<file path="src/rtl/broad_phase_scheduler.sv">
// rtl/broad_phase_scheduler.sv - broad-phase AABB pair scheduler feeding the narrow-phase Collide engine
// Optional feature macro: BROAD_STATIC_SKIP_EN (skip pairs whose objects are both static)
module broad_phase_scheduler #(
   parameter int N_OBJ = 8,
   parameter int W     = 19
) (
   input  logic             clk,
   input  logic             rst,
   input  logic             start,
   input  logic [N_OBJ-1:0] static_mask,
   output logic [3:0]       rd_idx,
   input  logic [8*W-1:0]   rd_verts,
   output logic             nph_start,
   output logic [3:0]       nph_a,
   output logic [3:0]       nph_b,
   input  logic             nph_done,
   output logic             busy,
   output logic             frame_done,
   output logic [7:0]       pair_count
);

   localparam int         IW      = (N_OBJ > 1) ? $clog2(N_OBJ) : 1;
   localparam logic [3:0] LAST    = 4'(N_OBJ - 1);
   localparam logic [4:0] LD_END  = 5'(N_OBJ);
   localparam logic [4:0] LD_LAST = 5'(N_OBJ - 1);

   typedef enum logic [2:0] {S_IDLE, S_LOAD, S_CMP, S_ISSUE, S_WAIT, S_FIN} state_t;

   state_t     r_state;
   logic [4:0] r_ld;
   logic [3:0] r_rd_idx;
   logic [3:0] r_i;
   logic [3:0] r_j;
   logic       r_nph_start;
   logic [3:0] r_a;
   logic [3:0] r_b;
   logic       r_busy;
   logic       r_frame_done;
   logic [7:0] r_pair_count;

   // AABB table, one entry per object; fully rewritten every LOAD, so never reset
   logic signed [W-1:0] r_minx [N_OBJ];
   logic signed [W-1:0] r_maxx [N_OBJ];
   logic signed [W-1:0] r_miny [N_OBJ];
   logic signed [W-1:0] r_maxy [N_OBJ];

   logic signed [W-1:0] w_vx [4];
   logic signed [W-1:0] w_vy [4];
   logic signed [W-1:0] w_new_minx;
   logic signed [W-1:0] w_new_maxx;
   logic signed [W-1:0] w_new_miny;
   logic signed [W-1:0] w_new_maxy;
   logic                w_ld_we;
   logic [IW-1:0]       w_ld_wa;
   logic [IW-1:0]       w_ia;
   logic [IW-1:0]       w_ib;
   logic                w_overlap;
   logic                w_skip;
   logic                w_last_pair;
   logic [3:0]          w_next_i;
   logic [3:0]          w_next_j;

   function automatic logic signed [W-1:0] smin(input logic signed [W-1:0] a, input logic signed [W-1:0] b);
      return (a < b) ? a : b;
   endfunction

   function automatic logic signed [W-1:0] smax(input logic signed [W-1:0] a, input logic signed [W-1:0] b);
      return (a > b) ? a : b;
   endfunction

   // Split the packed hull into its four signed x and y coordinates
   always_comb begin
      for (int v = 0; v < 4; v++) begin
         w_vx[v] = rd_verts[(2*v)*W +: W];
         w_vy[v] = rd_verts[(2*v+1)*W +: W];
      end
   end

   assign w_new_minx = smin(smin(w_vx[0], w_vx[1]), smin(w_vx[2], w_vx[3]));
   assign w_new_maxx = smax(smax(w_vx[0], w_vx[1]), smax(w_vx[2], w_vx[3]));
   assign w_new_miny = smin(smin(w_vy[0], w_vy[1]), smin(w_vy[2], w_vy[3]));
   assign w_new_maxy = smax(smax(w_vy[0], w_vy[1]), smax(w_vy[2], w_vy[3]));

   // Read data lags rd_idx by one cycle, so the entry written is the previous load index
   assign w_ld_we = (r_state == S_LOAD) && (r_ld != 5'd0);
   assign w_ld_wa = IW'(r_ld - 5'd1);

   assign w_ia = r_i[IW-1:0];
   assign w_ib = r_j[IW-1:0];

   // Inclusive test: boxes that only touch on an edge still count as overlapping
   assign w_overlap = (r_minx[w_ia] <= r_maxx[w_ib]) && (r_minx[w_ib] <= r_maxx[w_ia]) &&
                      (r_miny[w_ia] <= r_maxy[w_ib]) && (r_miny[w_ib] <= r_maxy[w_ia]);

`ifdef BROAD_STATIC_SKIP_EN
   assign w_skip = static_mask[w_ia] & static_mask[w_ib];
`else
   logic w_unused_mask;
   assign w_unused_mask = ^static_mask;
   assign w_skip        = 1'b0;
`endif

   // Lexicographic pair walk: (i,j) -> (i,j+1), or (i+1,i+2) once j hits the last object
   assign w_last_pair = (r_j == LAST) && (4'(r_i + 4'd1) == LAST);
   assign w_next_i    = (r_j == LAST) ? 4'(r_i + 4'd1) : r_i;
   assign w_next_j    = (r_j == LAST) ? 4'(r_i + 4'd2) : 4'(r_j + 4'd1);

   // Capture the reduced AABB of the object whose vertices are on rd_verts this cycle
   always_ff @(posedge clk) begin
      if (w_ld_we) begin
         r_minx[w_ld_wa] <= w_new_minx;
         r_maxx[w_ld_wa] <= w_new_maxx;
         r_miny[w_ld_wa] <= w_new_miny;
         r_maxy[w_ld_wa] <= w_new_maxy;
      end
   end

   // Frame sequencer with registered outputs: load hulls, scan pairs, issue jobs, report
   always_ff @(posedge clk or negedge rst) begin
      if (!rst) begin
         r_state      <= S_IDLE;
         r_ld         <= 5'd0;
         r_rd_idx     <= 4'd0;
         r_i          <= 4'd0;
         r_j          <= 4'd0;
         r_nph_start  <= 1'b0;
         r_a          <= 4'd0;
         r_b          <= 4'd0;
         r_busy       <= 1'b0;
         r_frame_done <= 1'b0;
         r_pair_count <= 8'd0;
      end else begin
         r_nph_start  <= 1'b0;
         r_frame_done <= 1'b0;
         case (r_state)
            S_IDLE: begin
               if (start) begin
                  r_pair_count <= 8'd0;
                  r_ld         <= 5'd0;
                  r_rd_idx     <= 4'd0;
                  r_busy       <= 1'b1;
                  r_state      <= S_LOAD;
               end
            end
            S_LOAD: begin
               if (r_ld == LD_END) begin
                  r_i     <= 4'd0;
                  r_j     <= 4'd1;
                  r_state <= S_CMP;
               end else begin
                  r_ld <= r_ld + 5'd1;
                  if (r_ld < LD_LAST) begin
                     r_rd_idx <= r_rd_idx + 4'd1;
                  end
               end
            end
            S_CMP: begin
               if (w_overlap && !w_skip) begin
                  r_nph_start <= 1'b1;
                  r_a         <= r_i;
                  r_b         <= r_j;
                  r_state     <= S_ISSUE;
               end else if (w_last_pair) begin
                  r_state <= S_FIN;
               end else begin
                  r_i     <= w_next_i;
                  r_j     <= w_next_j;
                  r_state <= S_CMP;
               end
            end
            S_ISSUE: begin
               r_pair_count <= r_pair_count + 8'd1;
               r_state      <= S_WAIT;
            end
            S_WAIT: begin
               if (nph_done) begin
                  if (w_last_pair) begin
                     r_state <= S_FIN;
                  end else begin
                     r_i     <= w_next_i;
                     r_j     <= w_next_j;
                     r_state <= S_CMP;
                  end
               end
            end
            S_FIN: begin
               r_frame_done <= 1'b1;
               r_busy       <= 1'b0;
               r_state      <= S_IDLE;
            end
            default: begin
               r_state <= S_IDLE;
            end
         endcase
      end
   end

   assign rd_idx     = r_rd_idx;
   assign nph_start  = r_nph_start;
   assign nph_a      = r_a;
   assign nph_b      = r_b;
   assign busy       = r_busy;
   assign frame_done = r_frame_done;
   assign pair_count = r_pair_count;

endmodule

</file>
<file path="config.mk">
export PLATFORM = sky130hd
export DESIGN_NAME = broad_phase_scheduler
export DESIGN_NICKNAME = d
export VERILOG_FILES = /design/src/rtl/broad_phase_scheduler.sv
export SDC_FILE = /design/constraint.sdc
export NUM_CORES = 1
export LEC_CHECK = 0
export BUFFER_PORTS_ARGS = -buffer_cell sky130_fd_sc_hd__buf_2
export CAP_MARGIN = 0
export CORE_UTILIZATION = 45
export DETAILED_ROUTE_END_ITERATION = 12
export GPL_TIMING_DRIVEN = 0
export SLEW_MARGIN = 20
export SYNTH_ARGS = -nofsm -noshare
export SYNTH_HDL_FRONTEND = slang
export SYNTH_SLANG_ARGS = --single-unit
</file>
<file path="constraint.sdc">
create_clock -name clk -period 11.5 [get_ports clk]
set_input_delay 2.3 -clock clk [delete_from_list [all_inputs] [get_ports clk]]
set_output_delay 2.3 -clock clk [all_outputs]
set_load 0.1 [all_outputs]
</file>
==> results.yml <==
clock_tree:
  holdBufCountCts: 0
  clk_pin_slew_ns: 0.06
  postCtsSetupBuffers: 0
  cts_tree: "yes"
  h-tree-depth: 3
  post_cts_resize_count: 0
  numCtsBuffers: 73
  clk_latency_ns: 0.64
  root_buffer: "clkbuf_16"
  clk_path_buf_depth: 3
  clock-sinks: 647
pwr:
  pwr_density_cell_nw_per_um2: 195.9
  irDropWorstVdd_uv: 112.2
  p_total_w: 0.008368
  leakagePower_nw: 15.78
worst_setup_path:
  crit_end: "r_maxy[0][17]$_DFFE_PP_"
  reg2regPathDepth: 15
  path_max_fanout: 10
  cp.arrival_ns: 8.66
  max_stage_delay_ns: 0.96
  r2r_slack_ns: 5.22
  cp-start-kind: "input port"
  timing.rr.end: "r_j[2]$_DFFE_PN0P_"
  r2r_start: "r_j[0]$_DFFE_PN0P_"
  crit_path_end_kind: "flop"
  worstSetupPathDepth: 24
  path_cells: "buf_2, inv_1, ha_1, nand4_1, nor2_1, nand2_1, nor3_1, a211o_1, xnor2_4, a41o_1, buf_2, buf_4, mux2i_1, ha_1, and4_1, a21oi_1, nand2_1, a221o_1, o21ai_0, nand4_1, o221ai_1, buf_4, buf_1, mux2i_1"
  crit_required_ns: 11.78
  worst-path-buf-inv: 6
  crit_family: "buffers and inverters"
  path_class: "in2reg"
  startpoint: "rd_verts[151]"
  critPathSlowestCell: "mux2i_1"
synth:
  ys_ff_latch: 647
  postSynthCellCount: 2425
  ys_warn_count: 0
  synth_top_cell_by_area: "edfxtp_1"
  synth_flop_cell: "edfxtp_1"
  syn-cell-area_um2: 37120
  ys_seq_area_share_pct: 51.82
  synthDistinctLibCells: 64
  synth.avg_cell_area_um2: 15.31
  synth_top_area_share_pct: 49.19
  synth_edf_count: 608
  ys_async_sr_fraction_pct: 6.028
  synth_top_cells_by_area: "edfxtp_1 (49%), mux4_2 (18%), ha_1 (7.9%), mux2i_1 (7.2%), dfrtp_1 (2.6%)"
  synth_fp_nets: 2824
grt:
  grt_max_degree: 40
  grt_pass1_wl_um: 156600
  gr-total-overflow: 0
  grt_pass1_vias: 24400
  grt_usage_pct: 26.02
  antenna_found_initial: 2
floorplanning:
  initial_core_util_pct: 45.78
  die_h_um: 289.2
  coreArea_um2: 81070
  ios: 187
  num_rows: 104
  die-area_um2: 83630
  die_w_um: 289.2
sta:
  hold_viol_final: 0
  final.min_clock_period_ns: 8.387
  fmax_mhz: 119.2
  finClkSkew_ns: 0.02582
  fin_crit_sh_pct: 72.93
  slew_headroom_pct: 18.21
  finalMaxSlewViolations: 0
  setup_viol: 0
  rsz0062_at_grt: "no"
  tightest_slew_ns: 1.193
cells_and_area:
  stdcell_area_um2: 42710
  layout-drive-gt1-share_pct: 28.27
  syn2layout_area_growth_pct: 15.06
  fin_nets: 3150
  antenna_cells: 0
  final_util_pct: 52.68
routing:
  post-route-drc-count: 0
  dr.pass1.iters: 6
  ant_nets: 0
  wire_per_inst_um: 27.87
  vias: 23800
  via_per_inst: 6.150
  drt_wl_total_um: 107800
  drt-initial-drc-count: 2328
placement:
  portBuffers: 178
  dpl-instance-area_um2: 40360
  hpwl_um: 81290
  gp_congestion: 0.9172
status:
  status: "complete, no violations"
hold_path:
  hold_class: "reg2reg"
job:
  maxCapViolCount: 0
-- layout by cell type (no fill, tap or decap), drive strengths merged, types with 29 or more instances in the layout --
cell type	n
clkbuf	173
clkinv	29
mux2	78
a21oi	115
dfrtp	39
ha	235
nand4	43
o21ai	61
nand3	32
nand2	81
mux2i	266
edfxtp	608
nor2	81
inv	170
buf	290
mux4	304
-- cells in the mapped netlist, types with 7 or more instances --
| master | n |
|---|---|
| a211oi_1 | 12 |
| a21o_1 | 21 |
| a21oi_1 | 115 |
| a31oi_1 | 11 |
| and3_1 | 10 |
| and4_1 | 9 |
| buf_1 | 31 |
| buf_4 | 7 |
| clkbuf_1 | 71 |
| dfrtp_1 | 39 |
| edfxtp_1 | 608 |
| ha_1 | 235 |
| inv_1 | 167 |
| mux2_2 | 77 |
| mux2i_1 | 266 |
| mux4_2 | 304 |
| nand2_1 | 81 |
| nand2b_1 | 13 |
| nand3_1 | 32 |
| nand4_1 | 43 |
| nor2_1 | 81 |
| nor2b_1 | 19 |
| nor3_1 | 18 |
| o211ai_1 | 9 |
| o21a_1 | 9 |
| o21ai_0 | 59 |
-- worst register-to-register path, cell delays in order (launching register included) --
cell	delay, ns
dfrtp_1	0.36
clkbuf_1	0.33
clkbuf_1	0.80
buf_2	0.60
mux4_2	0.58
mux2i_1	0.34
ha_1	0.23
nand4_1	0.29
nor3_1	0.59
o21ai_0	0.36
o211ai_1	0.22
a221o_1	0.24
a31oi_1	0.19
nand4_1	0.42
clkbuf_1	0.43
a31oi_1	0.16
-- flip-flops by register name, summed over array words and instances, names as in the netlist --
name        flops
r_miny        152
r_ld            5
r_i             4
r_maxx        152
nph_b           4
rd_idx          4
r_maxy        152
r_j             4
frame_done      1
pair_count      8
r_minx        152
nph_start       1
r_state         3
busy            1
nph_a           4
-- kinds of logic after synthesis --
logic type               after synthesis  synth area share, %
AO/OA/AOI/OAI                        275                4.504
XOR/XNOR                              12               0.4349
buffers and inverters                285                3.044
adder cells (fa/ha/maj)              236                7.949
flip-flops                           647                51.82
AND/OR/NAND/NOR                      322                4.254
multiplexers                         648                28.00
-- final cells by class --
type,count,area (um^2)
fill,6657,38360
sequential,647,19230
buffer,118,535.5
inverter,167,626.9
tap,1060,1326
clock inverter,39,346.6
multi-input combinational,1493,16820
clock buffer,94,1978
timing repair buffer,251,1843
-- power breakdown --
part | internal [W] | total [W] | switching, W
combinational | 0.00112 | 0.00298 | 0.00186
clock | 0.00133 | 0.00228 | 0.000945
sequential | 0.00303 | 0.00311 | 0.0000820
-- stage by stage --
stage / TNS [ns] / hold WS [ns] / worst slack (ns) / instances
2_1_floorplan: 0 / 0.5233 / 4.378 / 2425
3_3_place_gp: -627.78 / 0.4481 / -2.290 / 3663
3_5_place_dp: 0 / 0.4505 / 2.580 / 3736
4_1_cts: 0 / 0.4635 / 3.216 / 3869
5_1_grt: 0 / 0.5155 / 2.696 / 3869
6_report: 0 / 0.4595 / 3.113 / 3869
-- worst min path at each step --
stage	cells past startpoint	endpoint	slack, ns	from
2_1_floorplan	2	nph_b[3]$_DFFE_PN0P_	0.52	r_j[3]$_DFFE_PN0P_
4_1_cts	2	nph_b[0]$_DFFE_PN0P_	0.46	nph_b[0]$_DFFE_PN0P_
3_3_place_gp	2	nph_a[3]$_DFFE_PN0P_	0.45	nph_a[3]$_DFFE_PN0P_
5_1_grt	2	nph_a[2]$_DFFE_PN0P_	0.52	nph_a[2]$_DFFE_PN0P_
6_report	2	nph_b[0]$_DFFE_PN0P_	0.46	nph_b[0]$_DFFE_PN0P_
3_5_place_dp	2	nph_b[0]$_DFFE_PN0P_	0.45	nph_b[0]$_DFFE_PN0P_
-- layer usage --
metal	share of wire, %	up-vias	track usage (%)	routed length, um
met1	43	12360	37.32	46460
li1	-	10420	-	-
met5	0	-	0	0
met2	48	890	41.68	51330
met3	7.8	124	4.780	8416
met4	1.5	0	4.974	1637
Note: power is estimated with default switching activity, not from simulation.
